$ cat src/rtl/tpu_ctrl_pkg.sv
// Control constants and FSM encoding shared by the TPU run sequencer and the TPU top level.
package tpu_ctrl_pkg;
  localparam int TPU_ADDR_W      = 10;
  localparam int TPU_FIFO_ADDR_W = 2;
  localparam int TPU_MATRIX_SIZE = 8;
  localparam int TPU_RESULT_LAT  = 17;

  typedef logic [2:0] state_t;
  localparam state_t S_IDLE   = 3'd0;
  localparam state_t S_WADDR  = 3'd1;
  localparam state_t S_WLOAD  = 3'd2;
  localparam state_t S_STREAM = 3'd3;
  localparam state_t S_DRAIN  = 3'd4;
  localparam state_t S_DONE   = 3'd5;
endpackage

$ cat src/rtl/tpu_valid_delay_line.sv
// Fixed-depth valid shift register aligning UB issue strobes with result-row arrival.
module tpu_valid_delay_line #(
  parameter int DEPTH = 17
) (
  input  logic clk,
  input  logic rstn,
  input  logic vld_in,
  output logic vld_out,
  output logic vld_pre
);
  logic [DEPTH:1] vld_pipe;

  always_ff @(posedge clk or negedge rstn) begin
    if (!rstn) vld_pipe <= '0;
    else       vld_pipe <= {vld_pipe[DEPTH-1:1], vld_in};
  end

  assign vld_out = vld_pipe[DEPTH];
  // One cycle early tap, used to stage the write address into a register.
  assign vld_pre = vld_pipe[DEPTH-1];
endmodule

$ cat src/rtl/tpu_run_sequencer.sv
// Job sequencer for the 8x8 TPU: weight tile load, UB streaming and aligned result writes.
module tpu_run_sequencer import tpu_ctrl_pkg::*; #(
  parameter int ADDRESSSIZE      = TPU_ADDR_W,
  parameter int ADDRESSSIZE_fifo = TPU_FIFO_ADDR_W,
  parameter int RESULT_LAT       = TPU_RESULT_LAT
) (
  input  logic                        clk,
  input  logic                        rstn,
  input  logic                        start,
  input  logic [ADDRESSSIZE_fifo-1:0] cfg_weight_tile,
  input  logic [ADDRESSSIZE-1:0]      cfg_ub_base,
  input  logic [ADDRESSSIZE-1:0]      cfg_res_base,
  input  logic [ADDRESSSIZE:0]        cfg_num_vec,
  output logic [ADDRESSSIZE_fifo-1:0] fifo_address,
  output logic                        we_rl,
  output logic [ADDRESSSIZE-1:0]      ub_address,
  output logic                        ub_read_valid,
  output logic                        res_write_enable,
  output logic [ADDRESSSIZE-1:0]      res_address,
  output logic                        busy,
  output logic                        done
);
  localparam int AW = ADDRESSSIZE;

  state_t          state_q, state_d;
  logic [AW-1:0]   ub_base_q, ub_addr_q, res_addr_q, wr_ptr_q;
  logic [AW:0]     num_vec_q, issue_cnt_q, outst_q, outst_d;
  logic [ADDRESSSIZE_fifo-1:0] fifo_addr_q;
  logic            accept, issue, last_issue, wr_pre;

  assign accept     = (state_q == S_IDLE) && start;
  assign issue      = (state_q == S_STREAM);
  assign last_issue = issue && (issue_cnt_q == num_vec_q - (AW+1)'(1));

  tpu_valid_delay_line #(.DEPTH(RESULT_LAT)) u_dly (
    .clk     (clk),
    .rstn    (rstn),
    .vld_in  (issue),
    .vld_out (res_write_enable),
    .vld_pre (wr_pre)
  );

  always_ff @(posedge clk or negedge rstn) begin
    if (!rstn) state_q <= S_IDLE;
    else       state_q <= state_d;
  end

  always_comb begin
    state_d = state_q;
    case (state_q)
      S_IDLE:   if (start) state_d = (cfg_num_vec == '0) ? S_DONE : S_WADDR;
      S_WADDR:  state_d = S_WLOAD;
      S_WLOAD:  state_d = S_STREAM;
      S_STREAM: if (last_issue) state_d = S_DRAIN;
      // Look at next-cycle count so done lands right after the final write.
      S_DRAIN:  if (outst_d == '0) state_d = S_DONE;
      S_DONE:   state_d = S_IDLE;
      default:  state_d = S_IDLE;
    endcase
  end

  always_comb begin
    we_rl         = 1'b0;
    ub_read_valid = 1'b0;
    busy          = 1'b0;
    done          = 1'b0;
    case (state_q)
      S_WADDR:  busy = 1'b1;
      S_WLOAD:  begin busy = 1'b1; we_rl = 1'b1; end
      S_STREAM: begin busy = 1'b1; ub_read_valid = 1'b1; end
      S_DRAIN:  busy = 1'b1;
      S_DONE:   done = 1'b1;
      default:  ;
    endcase
  end

  always_comb begin
    outst_d = outst_q;
    case ({issue, res_write_enable})
      2'b10:   outst_d = outst_q + (AW+1)'(1);
      2'b01:   outst_d = outst_q - (AW+1)'(1);
      default: outst_d = outst_q;
    endcase
  end

  always_ff @(posedge clk or negedge rstn) begin
    if (!rstn) begin
      ub_base_q   <= '0;
      num_vec_q   <= '0;
      fifo_addr_q <= '0;
      wr_ptr_q    <= '0;
      issue_cnt_q <= '0;
      ub_addr_q   <= '0;
      res_addr_q  <= '0;
      outst_q     <= '0;
    end else begin
      outst_q <= outst_d;
      if (accept) begin
        ub_base_q   <= cfg_ub_base;
        num_vec_q   <= cfg_num_vec;
        fifo_addr_q <= cfg_weight_tile;
        wr_ptr_q    <= cfg_res_base;
        issue_cnt_q <= '0;
      end
      if (state_q == S_WLOAD) ub_addr_q <= ub_base_q;
      if (issue) begin
        issue_cnt_q <= issue_cnt_q + (AW+1)'(1);
        if (!last_issue) ub_addr_q <= ub_addr_q + AW'(1);
      end
      // Stage the write address the cycle before the strobe; it then holds until the next write.
      if (wr_pre) begin
        res_addr_q <= wr_ptr_q;
        wr_ptr_q   <= wr_ptr_q + AW'(1);
      end
    end
  end

  assign fifo_address = fifo_addr_q;
  assign ub_address   = ub_addr_q;
  assign res_address  = res_addr_q;
endmodule

$ cat config.mk
export PLATFORM = sky130hd
export DESIGN_NAME = tpu_run_sequencer
export DESIGN_NICKNAME = d
export VERILOG_FILES = /design/src/rtl/tpu_ctrl_pkg.sv /design/src/rtl/tpu_valid_delay_line.sv /design/src/rtl/tpu_run_sequencer.sv
export SDC_FILE = /design/constraint.sdc
export NUM_CORES = 1
export LEC_CHECK = 0
export CAP_MARGIN = 20
export CORE_ASPECT_RATIO = 1.75
export CORE_MARGIN = 2
export CORE_UTILIZATION = 52
export CTS_BUF_LIST = sky130_fd_sc_hd__clkbuf_2
export CTS_CLUSTER_SIZE = 40
export DETAILED_ROUTE_END_ITERATION = 16
export PLACE_DENSITY = 0.89
export SLEW_MARGIN = 20
export SYNTH_ARGS = -nofsm -noshare
export SYNTH_HDL_FRONTEND = slang
export SYNTH_SLANG_ARGS = --single-unit
export TNS_END_PERCENT = 50
$ cat constraint.sdc
create_clock -name clk -period 3.6 [get_ports clk]
set_input_delay 0.72 -clock clk [delete_from_list [all_inputs] [get_ports clk]]
set_output_delay 0.72 -clock clk [all_outputs]
set_load 0.01 [all_outputs]
==> summary.txt, run 1 <==
Status
  • Status: finished, final reports clean

Critical path
  • CP arrival: slightly below 4 ns
  • CP startpoint: state_q[1]
  • Crit Path Max Fanout: 7
  • WP data required: ~4.1 ns
  • CP Capture Type: flop
  • Reg-to-reg slack, setup: approximately 0.16 ns
  • Worst Reg-to-Reg Cells: 12
  • CP Capture Point: state_q[0]
  • RR Startpoint: state_q[1]
  • Setup CP Type: flop to flop
  • Worst r2r dst: state_q[0]
  • Startpoint types: flop

Pwr
  • Total power: about 5.3 mW
  • Sw Ratio: a little over two fifths
  • Lkg Pwr: 2.50 nW
  • Comb power frac: 48.6%
  • Sequential power share: 40.2%
  • Maximum VDD drop: just under 0.0005 V
  • Internal Power: 3.00 mW
  • NetSw: approximately 2.3 mW
  • Clock power share: between 10% and 20%
  • Power density cells: about 910 nW/um^2

Yosys
  • Synth cell types: about 70
  • Ys flop type: dfrtp_1
  • Synth Warn #: 0
  • Synth top area cells: dfrtp_1 (48%), nand2_1 (6.7%), mux2_2 (3.4%)
  • Avg Cell Area, Syn: ~9.6 um^2
  • Mapped Cells: ~520
  • Post-synth top area cell: dfrtp_1
  • Synth Register Bits: 95
  • Ys async rst share: 100%
  • Sequential-to-total area share from yosys stat: around 48%
  • Post-Syn Area: roughly 5000 um^2
  • Synth top area share: 47.9%
  • Syn nets: around 560
  • Number of synthesized flops with an enable pin: 0

Timing
  • Setup Viol. Count Final: 0
  • Max frequency: about 290 MHz
  • Hold slack: ~0.17 ns
  • Period minus WS final: between 3 and 4 ns
  • Pins Over Slew Limit: 0
  • Final hold vios: 0
  • Layout Skew: ~0.040 ns
  • Tcrit/Tclk final: between 90% and 100%
  • RSZ-0062 raised after global routing: false
  • Setup_tns: 0 ns
  • Max_slew headroom: around 37%
  • Worst slew pin tran: between 0.9 and 1 ns
  • Setup slack after layout: 0.162 ns

Floorplanning
  • DIE HEIGHT: roughly 130 um
  • Die footprint: just over 10000 um^2
  • I/O pin count: 63
  • Initial core utilization: between 50 and 60%
  • Core area: between 9000 and 10000 um^2
  • Die W: 77.8 um
  • # rows: 47

Final layout
  • Fillers: 748
  • Most common cell after layout, fill and taps aside: dfrtp_1
  • Most frequent cells in the layout: dfrtp_1 (95), nand2_1 (89), clkdlybuf4s50_1 (61)
  • P&R area growth vs syn: 17.5%
  • Layout cell share with drive strength beyond 1: a little under an eighth
  • Final net count: about 610
  • Non-filler cells in the finished layout: ~700

Global route
  • GRT Resource Usage Total: 24.1%
  • First-pass GRT wire length: between 15000 and 20000 um
  • Vias in the first global route: 4223
  • Initial antenna violation count: 1
  • Largest net degree at the start of global routing: between 60 and 70
  • Gr ovfl total: 0

Routing
  • DR iter-0 viols: between 200 and 250
  • Vias: about 4100
  • Final WL: 11700 um
  • Drt pass-1 iters: 5
  • Routed WL per cell: ~17 um
  • Vias per cell: slightly below 6
  • Final ANT Viol Nets: 0
  • DRC viols: 0

Clock network
  • Post-CTS Hold Buffers: 0
  • Clock slew at reported path FFs: approximately 0.25 ns
  • CTS root buf: clkbuf_2
  • CTS tree: yes
  • CTS H-tree lvls: 3
  • Worst skew pair latency: 0.59 ns
  • Post-CTS resize count: 0
  • Inserted Clock Buffers: 9
  • Clock Path Buffers: 2
  • Clock Sinks: 95
  • # Post-CTS Setup Buffers: 0

Placed design
  • Routability cong.: 0.929
  • DPL Wire Length: roughly 8600 um
  • Place WS: about 0.22 ns
  • Cells after DPL: about 680
  • Port buffer count: 62

Flow run
  • Max Cap Viol: 0

Hold path
  • Hold Path Class: input pin to asynchronous set/reset pin
## cells in the mapped netlist, types with 4 or more instances
cell / n
o221a_2: 9
inv_1: 11
o21ai_0: 23
nor4_1: 4
a211oi_1: 5
mux2i_1: 4
xor2_1: 13
a21oi_1: 20
mux2_2: 15
a31oi_1: 6
nand2b_1: 5
and3_1: 11
nor2b_1: 5
o31ai_1: 4
nor3b_1: 5
nand4_1: 12
ha_1: 7
nand3_1: 22
nor2_1: 35
clkbuf_1: 16
dfrtp_1: 95
buf_2: 5
xnor2_1: 13
nor3_1: 12
and2_1: 6
nand2_1: 89
a21o_1: 4
## per-layer routing
metal  share of wire, %  routed length (um)  vias to the layer above  global-route usage [%]
met5                  0                   0                        -                       0
met4                3.3                 380                        0                    11.8
met3                3.7                 435                       29                    3.86
met2                 55                6440                      131                    43.3
met1                 38                4420                     1997                    27.3
li1                   -                   -                     1968                       -
## through the flow
step           utilization [%]  cell area [um^2]
2_1_floorplan                -              5000
5_1_grt                   62.3              5830
3_3_place_gp              60.8              5690
6_report                  62.3              5830
4_1_cts                   62.3              5820
3_5_place_dp              60.8              5690
## layout make-up
type                       instances  area [um^2]  area share, %
multi-input combinational        382         2430           41.7
inverter                          11         41.3          0.709
antenna                            1         2.50         0.0430
clock buffer                      11         55.1          0.945
timing repair buffer              71          686           11.8
clock inverter                     5         82.6           1.42
tap                              122          153           2.62
sequential                        95         2380           40.8
## cells by family (layout without fill, tap and decap cells)
logic type                 after synthesis  in the layout  synth area share, %
xor gates and xnor gates                26             26                 4.59
buffers and inverters                   39             98                 3.53
muxes                                   19             19                 4.21
and+or+nand+nor                        228            228                 22.8
adders and majority gates                7              7                 1.77
DFF                                     95             95                 47.9
AOI/OAI and AO/OA                      102            102                 15.2
other                                    0              1                    0
## worst min path at each step
| stage | start | slack, ns | to |
|---|---|---|---|
| 3_5_place_dp | u_dly.vld_pipe[12] | 0.34 | u_dly.vld_pipe[13] |
| 2_1_floorplan | u_dly.vld_pipe[9] | 0.33 | u_dly.vld_pipe[10] |
| 6_report | rstn | 0.17 | res_address[6] |
| 3_3_place_gp | u_dly.vld_pipe[15] | 0.34 | u_dly.vld_pipe[16] |
| 5_1_grt | rstn | 0.16 | res_address[6] |
| 4_1_cts | rstn | 0.16 | res_address[6] |
## power groups by stage
stage	Sequential [mW]	Clock [mW]	Combinational, mW
finish	2.12	0.590	2.56
detailed placement	2.14	0	2.55
global placement	2.11	0	2.47
global route	2.20	0.645	2.83
floorplan	1.93	0	1.93
CTS	2.11	0.607	2.56
## critical path: stages (launching register included)
cell and delay, ns:
dfrtp_1 0.50, nand3b_1 0.20, ha_4 0.21, xor2_1 0.13, ha_2 0.28, a21oi_2 0.07
o32a_1 0.37, a21oi_2 0.15, xor2_1 0.10, or4_1 0.42, or4_1 0.47, nor4_1 0.29
o22a_1 0.20
## registers in the layout, indices dropped and copies added, names as in the netlist
signal and count:
issue_cnt_q 11, u_dly.vld_pipe 17, fifo_address 2, wr_ptr_q 10, outst_q 11, ub_base_q 10, ub_address 10, res_address 10
state_q 3, num_vec_q 11
Note: power is estimated with default switching activity, not from simulation.
==> run 2: changes to the inputs <==
--- a/config.mk
+++ b/config.mk
@@ -8,11 +8,11 @@
 export CAP_MARGIN = 20
 export CORE_ASPECT_RATIO = 1.75
 export CORE_MARGIN = 2
-export CORE_UTILIZATION = 52
+export CORE_UTILIZATION = 58
 export CTS_BUF_LIST = sky130_fd_sc_hd__clkbuf_2
 export CTS_CLUSTER_SIZE = 40
 export DETAILED_ROUTE_END_ITERATION = 16
-export PLACE_DENSITY = 0.89
+export PLACE_DENSITY = 0.93
 export SLEW_MARGIN = 20
 export SYNTH_ARGS = -nofsm -noshare
 export SYNTH_HDL_FRONTEND = slang
==> constraint.sdc (replaced) <==
create_clock -name clk -period 3.8 [get_ports clk]
set_input_delay 0.76 -clock clk [delete_from_list [all_inputs] [get_ports clk]]
set_output_delay 0.76 -clock clk [all_outputs]
set_load 0.01 [all_outputs]
==> summary.txt, run 2 (synthesis results as in run 1) <==
Routing
  • Final ANT Viol Nets: 0 (unchanged)
  • Vias: 4198 (+1.8%)
  • DR iter-0 viols: 490 (+110%)
  • Routed WL per cell: 16.7 um (-0.23%)
  • Vias per cell: 6.10 (+3.2%)
  • DRC viols: 0 (unchanged)
  • Drt pass-1 iters: 5 (unchanged)
  • Final WL: 11500 um (-1.7%)

Critical path
  • Reg-to-reg slack, setup: 0.22 ns (+0.06 ns)
  • Setup CP Type: flop to flop
  • CP arrival: 4.09 ns (+0.14 ns)
  • CP Capture Point: state_q[0]
  • Worst Reg-to-Reg Cells: 12 (unchanged)
  • Startpoint types: flop
  • Crit Path Max Fanout: 9 (+2)
  • RR Startpoint: state_q[2]
  • CP Capture Type: flop
  • Worst r2r dst: state_q[0]
  • CP startpoint: state_q[2]
  • WP data required: 4.31 ns (+0.20 ns)

Flow run
  • Max Cap Viol: 0 (unchanged)

Final layout
  • Antenna cells: 0 (-1)
  • Layout cell share with drive strength beyond 1: 10.6% (-0.83 points)
  • Final core occ: 69.0% (+6.7 points)
  • Max FFs per register: 17 (unchanged)
  • Footprint of the multi-input gates: 2420 um^2 (-0.46%)
  • Most frequent cells in the layout: dfrtp_1 (95), nand2_1 (89), clkdlybuf4s50_1 (61)
  • Fillers: 607 (-19%)
  • Most common cell after layout, fill and taps aside: dfrtp_1
  • Final net count: 611 (-0.33%)
  • Finished Cell Area: 5740 um^2 (-1.5%)
  • Largest Register: u_dly.vld_pipe
  • Sequential Area: 2380 um^2 (unchanged)
  • P&R area growth vs syn: 15.7%

Clock network
  • CTS tree: yes
  • CTS root buf: clkbuf_2
  • Clock slew at reported path FFs: 0.26 ns (about the same)
  • Worst skew pair latency: 0.56 ns (-0.03 ns)
  • Clock Path Buffers: 2 (unchanged)
  • Post-CTS Hold Buffers: 0 (unchanged)
  • Clock Sinks: 95 (unchanged)
  • Inserted Clock Buffers: 9 (unchanged)
  • CTS H-tree lvls: 3 (unchanged)

Pwr
  • Lkg Pwr: 2.45 nW (-1.7%)
  • Maximum VDD drop: 0.000427 V (-14%)
  • Total power: 4.81 mW (-8.9%)
  • Power density cells: 839 nW/um^2 (-7.5%)

Floorplanning
  • Initial core utilization: 59.6% (+6.6 points)
  • # rows: 44 (-6.4%)
  • Die footprint: 9330 um^2 (-9.9%)
  • Core area: 8310 um^2 (-11%)
  • DIE HEIGHT: 126 um (-5.2%)
  • I/O pin count: 63 (unchanged)
  • Die W: 73.9 um (-5.0%)

Timing
  • Worst slew pin tran: 0.886 ns (-0.0541 ns)
  • Final hold vios: 0 (unchanged)
  • Hold slack: 0.162 ns (-0.00839 ns)
  • Layout Skew: 0.0449 ns (+0.00520 ns)
  • Period minus WS final: 3.58 ns (+0.143 ns)
  • Setup Viol. Count Final: 0 (unchanged)
  • Setup_tns: 0 ns (unchanged)
  • Pins Over Slew Limit: 0 (unchanged)
  • RSZ-0062 raised after global routing: false
  • Max_slew headroom: 41.0% (+3.6 points)
  • Max frequency: 279 MHz (-4.0%)
  • Tcrit/Tclk final: 94.2% (-1.3 points)

Placed design
  • DPL Wire Length: 8290 um (-3.7%)
  • Placed Area: 5640 um^2 (-0.77%)
  • Port buffer count: 62 (unchanged)
  • Routability cong.: 0.935 (+0.58%)

Global route
  • Vias in the first global route: 4142 (-1.9%)
  • First-pass GRT wire length: 19500 um (-1.6%)
  • Initial antenna violation count: 0 (-1)
  • Gr ovfl total: 0 (unchanged)
  • Largest net degree at the start of global routing: 48 (-26%)
  • GRT Resource Usage Total: 26.6% (+2.5 points)

Status
  • Status: finished, final reports clean

Hold path
  • Hold Path Class: input pin to asynchronous set/reset pin
[run 2: cell count changes in the layout (fill, tap and decap cells not counted), sizes merged]
cell	change
clkinvlp	+2
inv	+1
buf	-2
clkbuf	-1
bufinv	-2
diode	-1
[run 2: layer usage]
metal / vias to the layer above / GRT usage [%] / part of all wire, %
met5: - / 0 / 0
met4: 0 / 12.6 / 3.7
met3: 41 / 4.29 / 4.0
met2: 155 / 44.2 / 54
met1: 2057 / 33.2 / 39
li1: 1945 / - / -
[run 2: how the worst min path moves through the flow]
stage	cells past startpoint	startpoint	slack (ns)	end
floorplan	0	u_dly.vld_pipe[9]	0.33	u_dly.vld_pipe[10]
global placement	0	u_dly.vld_pipe[15]	0.34	u_dly.vld_pipe[16]
detailed placement	0	u_dly.vld_pipe[5]	0.34	u_dly.vld_pipe[6]
CTS	1	rstn	0.15	num_vec_q[9]
global route	1	rstn	0.14	wr_ptr_q[4]
finish	1	rstn	0.16	u_dly.vld_pipe[11]
[run 2: final cells by class]
class | instances | share of cell area [%]
clock inverter | 6 | 0.632
multi-input combinational | 382 | 42.1
clock buffer | 10 | 0.872
sequential | 95 | 41.4
inverter | 11 | 0.720
tap | 115 | 2.51
timing repair buffer | 69 | 11.7
[run 2: power by group]
part | leakage [nW] | switching, mW | total [mW] | internal, mW
Sequential | 1.17 | 0.554 | 2.02 | 1.47
Clock | 0.0534 | 0.325 | 0.410 | 0.0854
Combinational | 1.24 | 1.24 | 2.38 | 1.14
[run 2: critical path: stages, from the launching register on]
cell,delay (ns)
dfrtp_1,0.51
nand3b_1,0.22
ha_2,0.21
xor2_1,0.16
ha_1,0.29
nor4b_1,0.36
mux2i_1,0.14
a21oi_1,0.21
xor2_1,0.10
or4_1,0.54
or4_1,0.42
nor4_2,0.22
o22a_1,0.18
[run 2: stage by stage]
stage,cells,worst slack [ns]
after floorplan,516,0.0158
after global placement,672,0.493
after detailed placement,672,0.208
after CTS,688,0.166
after global routing,688,0.0543
final,688,0.219
[run 2: timing repair]
action                                  4_1_cts  5_1_grt
buffers inserted                              0        0
resized for setup                             0        2
endpoints found under the setup margin        0        1
==> RTL edit (config.mk and constraints of run 2) <==
Reset style: synchronous (`rstn`), changed in 3 clocked blocks.
--- a/src/rtl/tpu_valid_delay_line.sv
+++ b/src/rtl/tpu_valid_delay_line.sv
@@ -10,7 +10,7 @@
 );
   logic [DEPTH:1] vld_pipe;
 
-  always_ff @(posedge clk or negedge rstn) begin
+  always_ff @(posedge clk) begin
     if (!rstn) vld_pipe <= '0;
     else       vld_pipe <= {vld_pipe[DEPTH-1:1], vld_in};
   end
--- a/src/rtl/tpu_run_sequencer.sv
+++ b/src/rtl/tpu_run_sequencer.sv
@@ -40,7 +40,7 @@
     .vld_pre (wr_pre)
   );
 
-  always_ff @(posedge clk or negedge rstn) begin
+  always_ff @(posedge clk) begin
     if (!rstn) state_q <= S_IDLE;
     else       state_q <= state_d;
   end
@@ -83,7 +83,7 @@
     endcase
   end
 
-  always_ff @(posedge clk or negedge rstn) begin
+  always_ff @(posedge clk) begin
     if (!rstn) begin
       ub_base_q   <= '0;
       num_vec_q   <= '0;
Behaviour: differs if rstn is asserted again (counterexample within 4 cycles, from zero or initial values and one cycle with rstn low); with rstn held inactive, the same outputs for 10 cycles.
==> RTL edit against run 2 <==
  * Sequential cell count is the same
  * Via count grew 14%
  * Design area grew 1.5%
  * Setup slack gained 0.16 ns
  * Synthesized cell count grew 23%
  * Final cell count grew 16%
  * Area after synthesis grew 1.1%
  * Wire length grew 11%
  * Critical path type unchanged
Power is not compared: it rests on default switching activity, and its combinational part moved more than twofold at a synthesized area within 25%.
==> RTL edit: results (changes against run 2) <==
stage,metric,value,unit,change
status,outcome,completed,,
finish,Final clock-cell share,0.0217,,+0.00665
global_route,largest net degree at the start of global routing,69,,+44%
synthesis,Post-Syn Instances,637,,+23%
cts,clock transition at the registers of the reported paths,0.33,ns,+0.07 ns
finish,seq_cells,95,,unchanged
timing,Clock Skews,0.0403,ns,-0.00455 ns
timing,Slew headroom,0.512,,+0.102
finish,layout cells sized above 1,0.0673,,-0.0392
finish,Finished Layout Cells,799,,+16%
finish,NonClk Buf Share,0.123,,+0.00598
synthesis,largest cells by area after synthesis,"dfxtp_1 38%, nand2_1 7.4%, a21oi_1 7.3%, nor2_1 4.3%, xnor2_1 3.7%",,
synthesis,syn_nets,680,,+22%
critical_path,"Arr. time, crit path",3.99,ns,-0.10 ns
finish,inverters,14,,+3
global_route,Global Route Usage Sum,0.277,,+0.0111
placement,Placed Instances,783,,+17%
placement,routability cong.,0.922,,-1.3%
finish,sequential cell area share,0.327,,-0.0879
synthesis,register area share after synthesis,0.379,,-0.100
finish,number of non-clock buffers,73,,+5.8%
cts,clk_lat worst skew,0.63,ns,+0.07 ns
finish,multi-input gates,486,,+27%
critical_path,slowest library cell on the worst path,dfxtp_1,,
synthesis,most frequent cells after synthesis,"99 x nand2_1, 95 x dfxtp_1, 73 x a21oi_1, 57 x nor2_1, 33 x clkbuf_1",,
placement,DP HPWL,8.90,mm,+7.5%
finish,multi-input combinational area share,0.495,,+0.0738
global_route,first-pass GRT wire length,20.8,mm,+6.5%
finish,Final Net Count,722,,+18%
synthesis,ys async rst share,0,,-1.00
synthesis,ys flop type,dfxtp_1,,
critical_path,Crit path largest cell delay,0.50,ns,-0.04 ns
routing,TritonRoute pass-1 iters,6,,+1
synthesis,Ys Warns,0,,unchanged
routing,initial drt markers,427,,-13%
routing,Routed WL,12.7,mm,+11%
routing,DR vias/cell,5.99,,-1.9%
==> RTL edit: changes by cell type after synthesis, moves of 12 or more <==
cell      change
mux2_2       -12
clkbuf_1     +17
nor2_1       +22
a21oi_1      +53
dfrtp_1      -95
and2_1       +16
dfxtp_1      +95
==> RTL edit: power by group through the flow <==
stage	Sequential, mW	Clock (mW)	Combinational [mW]
after floorplan	1.13	0	0.350
after global placement	1.14	0	0.509
after detailed placement	1.15	0	0.534
after CTS	1.13	0.531	0.538
after global routing	1.14	0.578	0.596
final	1.13	0.527	0.543
==> RTL edit: layer usage <==
layer  track usage  up-vias  part of all wire  wire (um)
li1              -     2317                 -          -
met1         0.315     2243              0.39       4940
met2         0.481      175              0.52       6630
met3        0.0465       50             0.048        614
met4         0.148        0             0.041        525
met5             0        -                 0          0
==> RTL edit: kinds of logic (layout without fill, tap and decap cells) <==
logic type                 Yosys count  in the layout  share of synthesized area
and+or+nand+nor                    281            281                      0.270
DFF                                 95             95                      0.379
AOI/OAI and AO/OA                  149            149                      0.193
adders and majority gates            7              7                     0.0175
muxes                               18             18                     0.0392
xor gates and xnor gates            31             31                     0.0542
buffers and inverters               56            103                     0.0462
==> RTL edit: final timing paths <==
check,cells past startpoint,to,startpoint,slack [ns]
hold reg to reg,1,u_dly.vld_pipe[3],u_dly.vld_pipe[2],0.44
setup / recovery,11,state_q[0],state_q[1],0.37
setup reg to reg,11,state_q[0],state_q[1],0.37
hold / removal,1,u_dly.vld_pipe[3],u_dly.vld_pipe[2],0.44
==> RTL edit: metrics by stage <==
stage                     area, um2  worst slack (ns)
final                          5820             0.374
after global routing           5820             0.115
after CTS                      5820             0.412
after detailed placement       5700             0.457
after global placement         5700             0.616
after floorplan                5010            0.0312
